[src/rtl/load_store_unit.sv]
// Load/store unit: byte/halfword/word accesses to a word-wide memory, with read-modify-write for sub-word stores.
// Optional misalignment trap enabled by defining LSU_MISALIGN_TRAP_EN; otherwise low address bits are aligned down.
module load_store_unit (
    input  logic        clk,
    input  logic        rst_n,
    input  logic        req_valid,
    output logic        req_ready,
    input  logic        req_we,
    input  logic [1:0]  req_size,
    input  logic        req_unsigned,
    input  logic [31:0] req_addr,
    input  logic [31:0] req_wdata,
    output logic        resp_valid,
    output logic [31:0] resp_rdata,
    output logic        resp_err,
    output logic        mem_write,
    output logic [31:0] mem_address,
    output logic [31:0] mem_write_data,
    input  logic [31:0] mem_read_data
);

    typedef enum logic [1:0] {
        IDLE,
        ACCESS,
        WRITE
    } state_t;

    localparam logic [1:0] SIZE_BYTE = 2'b00;
    localparam logic [1:0] SIZE_HALF = 2'b01;

    state_t      state;
    logic        we_q;
    logic        unsigned_q;
    logic [1:0]  size_q;
    logic [31:0] addr_q;
    logic [31:0] wdata_q;
    logic [31:0] mem_wdata_q;
    logic        mem_write_q;
    logic        resp_valid_q;
    logic        resp_err_q;
    logic [31:0] resp_rdata_q;

    logic [31:0] load_data;
    logic [31:0] merged_word;
    logic [7:0]  byte_sel;
    logic [15:0] half_sel;

    // Size 11 is treated as a word, so bit 1 alone marks a word access.
    function automatic logic misaligned(input logic [1:0] size, input logic [1:0] low_addr);
`ifdef LSU_MISALIGN_TRAP_EN
        if (size == SIZE_HALF)
            return low_addr[0];
        else if (size[1])
            return |low_addr;
        else
            return 1'b0;
`else
        return 1'b0;
`endif
    endfunction

    always_comb begin
        byte_sel  = 8'h00;
        half_sel  = addr_q[1] ? mem_read_data[31:16] : mem_read_data[15:0];
        load_data = mem_read_data;
        case (addr_q[1:0])
            2'b00:   byte_sel = mem_read_data[7:0];
            2'b01:   byte_sel = mem_read_data[15:8];
            2'b10:   byte_sel = mem_read_data[23:16];
            default: byte_sel = mem_read_data[31:24];
        endcase
        case (size_q)
            SIZE_BYTE: load_data = unsigned_q ? {24'h000000, byte_sel}
                                              : {{24{byte_sel[7]}}, byte_sel};
            SIZE_HALF: load_data = unsigned_q ? {16'h0000, half_sel}
                                              : {{16{half_sel[15]}}, half_sel};
            default:   load_data = mem_read_data;
        endcase
    end

    always_comb begin
        merged_word = mem_read_data;
        if (size_q == SIZE_BYTE)
            merged_word[{addr_q[1:0], 3'b000} +: 8] = wdata_q[7:0];
        else if (size_q == SIZE_HALF)
            merged_word[{addr_q[1], 4'b0000} +: 16] = wdata_q[15:0];
    end

    // NOTE: every register here, including the request fields, is async-cleared so an abort leaves no stale write.
    always_ff @(posedge clk or negedge rst_n) begin
        if (!rst_n) begin
            state        <= IDLE;
            we_q         <= 1'b0;
            unsigned_q   <= 1'b0;
            size_q       <= 2'b00;
            addr_q       <= 32'h0;
            wdata_q      <= 32'h0;
            mem_wdata_q  <= 32'h0;
            mem_write_q  <= 1'b0;
            resp_valid_q <= 1'b0;
            resp_err_q   <= 1'b0;
            resp_rdata_q <= 32'h0;
        end else begin
            // NOTE: non-blocking throughout so every branch sees the pre-edge register values.
            resp_valid_q <= 1'b0;
            mem_write_q  <= 1'b0;
            case (state)
                IDLE: begin
                    if (req_valid) begin
                        we_q        <= req_we;
                        unsigned_q  <= req_unsigned;
                        size_q      <= req_size;
                        addr_q      <= req_addr;
                        wdata_q     <= req_wdata;
                        mem_wdata_q <= req_wdata;
                        // Word stores write during ACCESS, so the enable is armed at acceptance.
                        mem_write_q <= req_we && req_size[1] && !misaligned(req_size, req_addr[1:0]);
                        state       <= ACCESS;
                    end
                end
                ACCESS: begin
                    if (misaligned(size_q, addr_q[1:0])) begin
                        resp_valid_q <= 1'b1;
                        resp_err_q   <= 1'b1;
                        resp_rdata_q <= 32'h0;
                        state        <= IDLE;
                    end else if (!we_q) begin
                        resp_valid_q <= 1'b1;
                        resp_err_q   <= 1'b0;
                        resp_rdata_q <= load_data;
                        state        <= IDLE;
                    end else if (size_q[1]) begin
                        resp_valid_q <= 1'b1;
                        resp_err_q   <= 1'b0;
                        resp_rdata_q <= 32'h0;
                        state        <= IDLE;
                    end else begin
                        mem_wdata_q <= merged_word;
                        mem_write_q <= 1'b1;
                        state       <= WRITE;
                    end
                end
                WRITE: begin
                    resp_valid_q <= 1'b1;
                    resp_err_q   <= 1'b0;
                    resp_rdata_q <= 32'h0;
                    state        <= IDLE;
                end
                default: state <= IDLE;
            endcase
        end
    end

    assign req_ready      = (state == IDLE);
    assign resp_valid     = resp_valid_q;
    assign resp_rdata     = resp_rdata_q;
    assign resp_err       = resp_err_q;
    assign mem_write      = mem_write_q;
    assign mem_address    = {addr_q[31:2], 2'b00};
    assign mem_write_data = mem_wdata_q;

endmodule

[config.mk]
export PLATFORM = sky130hd
export DESIGN_NAME = load_store_unit
export DESIGN_NICKNAME = d
export VERILOG_FILES = /design/src/rtl/load_store_unit.sv
export SDC_FILE = /design/constraint.sdc
export NUM_CORES = 1
export LEC_CHECK = 0
export CAP_MARGIN = 25
export CORE_MARGIN = 5
export CORE_UTILIZATION = 35
export CTS_CLUSTER_DIAMETER = 120
export DETAILED_ROUTE_END_ITERATION = 7
export SYNTH_ARGS = -nofsm -noshare
export SYNTH_HDL_FRONTEND = slang
export SYNTH_SLANG_ARGS = --single-unit
export TNS_END_PERCENT = 100
[constraint.sdc]
create_clock -name clk -period 3.4 [get_ports clk]
set_input_delay 0.85 -clock clk [delete_from_list [all_inputs] [get_ports clk]]
set_output_delay 0.85 -clock clk [all_outputs]
set_load 0.05 [all_outputs]
==> impl_metrics.toml <==
[synth]
synth_top_area_share_pct = 45.54
synth_top_family_by_area = "compound AO/OA/AOI/OAI gates"
syn-cell-area_um2 = 6594
yosys.area.top_type = "dfrtp_1"
synth-main-ff-cell = "dfrtp_1"
synthAdderAreaFrac_pct = 1.518
ys_seq_elements = 120
yosys-top-cells-area = "dfrtp_1, mux2_2, a221o_1"
syn_area_per_cell_um2 = 10.22
synth_cells = 645
synth_edf_count = 0
synthMuxAreaShare_pct = 9.564
async_reset_ff_share_pct = 100.0
synth_common_cells = "dfrtp_1, mux2_2, nand2_1, o21ai_0, buf_4"
yosys.area_share.simple_pct = 12.31
ys_types = 58
synthXorXnorAreaFrac_pct = 0
yosysWarnings = 0
yosysSeqAreaShare_pct = 45.54
yosysMostFrequentCell = "dfrtp_1"
synth_compound_area_share_pct = 23.00

[cts]
cts_root_buf = "clkbuf_16"
cts_tree = "built"
cts_setup_buffers = 0
cts_made_buffers = 17
cts_resized = 0
cts_sinks = 120
clkTransAtPathRegs_ns = 0.05
insertion_delay_ns = 0.42
ctsHoldBuffers = 0
clk_path_buf_depth = 2
cts.htree.levels = 4

[sta]
rsz0062_at_grt = "false"
setup_violations = 0
worst_slew_pin_slew_ns = 0.8798
period_share_pct = 86.01
relSlewSlack_pct = 41.35
tns_ns = 0
skew_ns = 0.007982
fmax_ghz = 0.3420
hold_viol = 0
whs_ns = 0.4705
fin_crit_ns = 2.924
final_max_slew_viol_count = 0

[power_and_ir_drop]
irDropWorstVdd_v = 0.0006405
leakage_uw = 0.003655
power_density_nw_per_um2 = 1221
report.power.total_uw = 11240

[routing]
drc_errors = 0
drt-vias-per-instance = 5.649
drt_first_iter_violations = 634
dr.pass1.iters = 6
num_vias = 5920
wire_per_inst_um = 21.47
postRouteAntennaNets = 0
drt-total-wl_mm = 22.50

[min_path]
worstHoldPathType = "in2async"

[critical_path]
rrSetupSlack_ns = 0.83
cp-end-kind = "output pin"
endpoint = "req_ready"
slowest_stage = "clkdlybuf4s50_1"
cpPeakStageDelay_ns = 0.87
cp_max_fo = 5
rr_endpoint = "resp_rdata[25]"
critPathLaunchType = "register"
arrival_ns = 2.07
crit_start = "state[1]"
cp.required_ns = 2.55
worstSetupPathType = "reg2out"
r2r_start = "addr_q[1]"
crit_chain = "inv_1 -> ha_1 -> clkdlybuf4s50_1"
reg2reg_depth = 6

[cells_and_area]
fillerInstances = 1732
fin_util_pct = 49.36
drive_above_1_share_pct = 14.00
multi_input_area_um2 = 3077
final_nets = 912
num_antenna_cells = 0
seq_area_um2 = 3003
final_cell_count_no_fill = 1048
area_delta_synth_final_pct = 39.56

[place]
hpwl_mm = 16.76
numPlacedInstances = 1016
place_congestion = 0.8984
io_buffers = 199

[global_routing]
antenna_found_initial = 0
grt_max_degree = 50
grt_overflow_total = 0
grt_pass1_wl_mm = 35.39
grtUsageTotal_pct = 20.68
grt_pass1_vias = 6146

[floorplanning]
dieArea_um2 = 21680
rows = 50
io_pins = 203
die_x_um = 147.3
core_um2 = 18640
die_h_um = 147.3
start_util_pct = 35.37

[status]
status = "complete, no violations"

[run]
maxCapViolations = 0
[logic make-up after synthesis]
family	Yosys count
compound gates	201
buf+inv	102
simple gates	157
fa+ha+maj	8
flops	120
mux	56
other cells	1
[power breakdown]
part | internal (uW) | switching (uW)
Sequential | 2140 | 629
Clock | 1170 | 635
Combinational | 2440 | 4220
Total | 5760 | 5480
[worst max-delay path: cells and delay by family, from the launching register on]
family / cells / cell delay [ns]
DFF: 1 / 0.39
buffers and inverters: 2 / 0.97
adders and majority gates: 1 / 0.30
[area by class of cell]
| class | count | area share (%) |
|---|---|---|
| Multi-Input combinational cell | 425 | 33.43 |
| Sequential cell | 120 | 32.63 |
| Timing Repair Buffer | 220 | 23.60 |
| Clock buffer | 24 | 5.452 |
| Tap cell | 234 | 3.182 |
| Clock inverter | 8 | 1.006 |
| Inverter | 17 | 0.6934 |
[worst min-delay path by stage]
| stage | start | depth (start not counted) | slack, ns | end |
|---|---|---|---|---|
| final | rst_n | 1 | 0.47 | resp_rdata[10] |
| after global routing | resp_rdata[0] | 2 | 0.51 | resp_rdata[0] |
| after CTS | rst_n | 1 | 0.48 | mem_write_data[26] |
| after detailed placement | resp_rdata[15] | 2 | 0.48 | resp_rdata[15] |
| after global placement | mem_write_data[9] | 2 | 0.47 | mem_write_data[9] |
| after floorplan | addr_q[10] | 1 | 0.48 | addr_q[10] |
[per-layer routing]
metal	vias up	part of all wire [%]	global-route usage, %
li1	2711	-	-
met1	2885	42	26.29
met2	285	47	33.62
met3	39	8.5	5.799
met4	0	2.7	7.829
met5	-	0	0
[cells in the final DEF, fill, tap and decap left out, types with 3 or more instances in the layout]
master           synthesis  routed
a221o_1                 29      29
o311ai_1                 8       8
a211oi_1                 9       9
conb_1                   1       3
nor3b_1                  6       6
o21a_1                   7       7
clkdlybuf4s50_1          0     198
a32o_1                   8       8
and3_1                   7       7
dfrtp_1                120     120
a21oi_1                  7       7
o21ai_0                 34      34
nand2_1                 45      44
inv_1                   15      15
clkbuf_8                 0       5
o21ai_1                 27      27
nand2b_1                13      13
nor2b_1                 12      12
clkbuf_16                0      17
clkinv_2                 0       5
buf_4                   33      20
nor3_1                  21      21
a2111oi_0                4       4
nor2_1                  27      27
a32oi_1                  7       7
a31oi_1                  7       7
a22oi_1                 12      12
ha_1                     8       8
a311o_1                  4       4
or3_1                    4       4
a221oi_1                18      18
mux2_2                  53      53
o2111ai_1                6       6
or4_1                    7       7
[state kept, by name, summed over array words and instances, names as in the netlist]
name,flops
wdata_q,16
addr_q,32
state,2
mem_write_data,32
we_q,1
size_q,2
resp_rdata,32
mem_write,1
resp_valid,1
unsigned_q,1
[stage by stage]
step	setup WS, ns	cell area [um^2]
after floorplan	0.9385	6601
after global placement	0.5971	8608
after detailed placement	0.5291	8608
after CTS	0.4534	9203
after global routing	0.4002	9203
final	0.4757	9203
(Power assumes the default switching activity.)
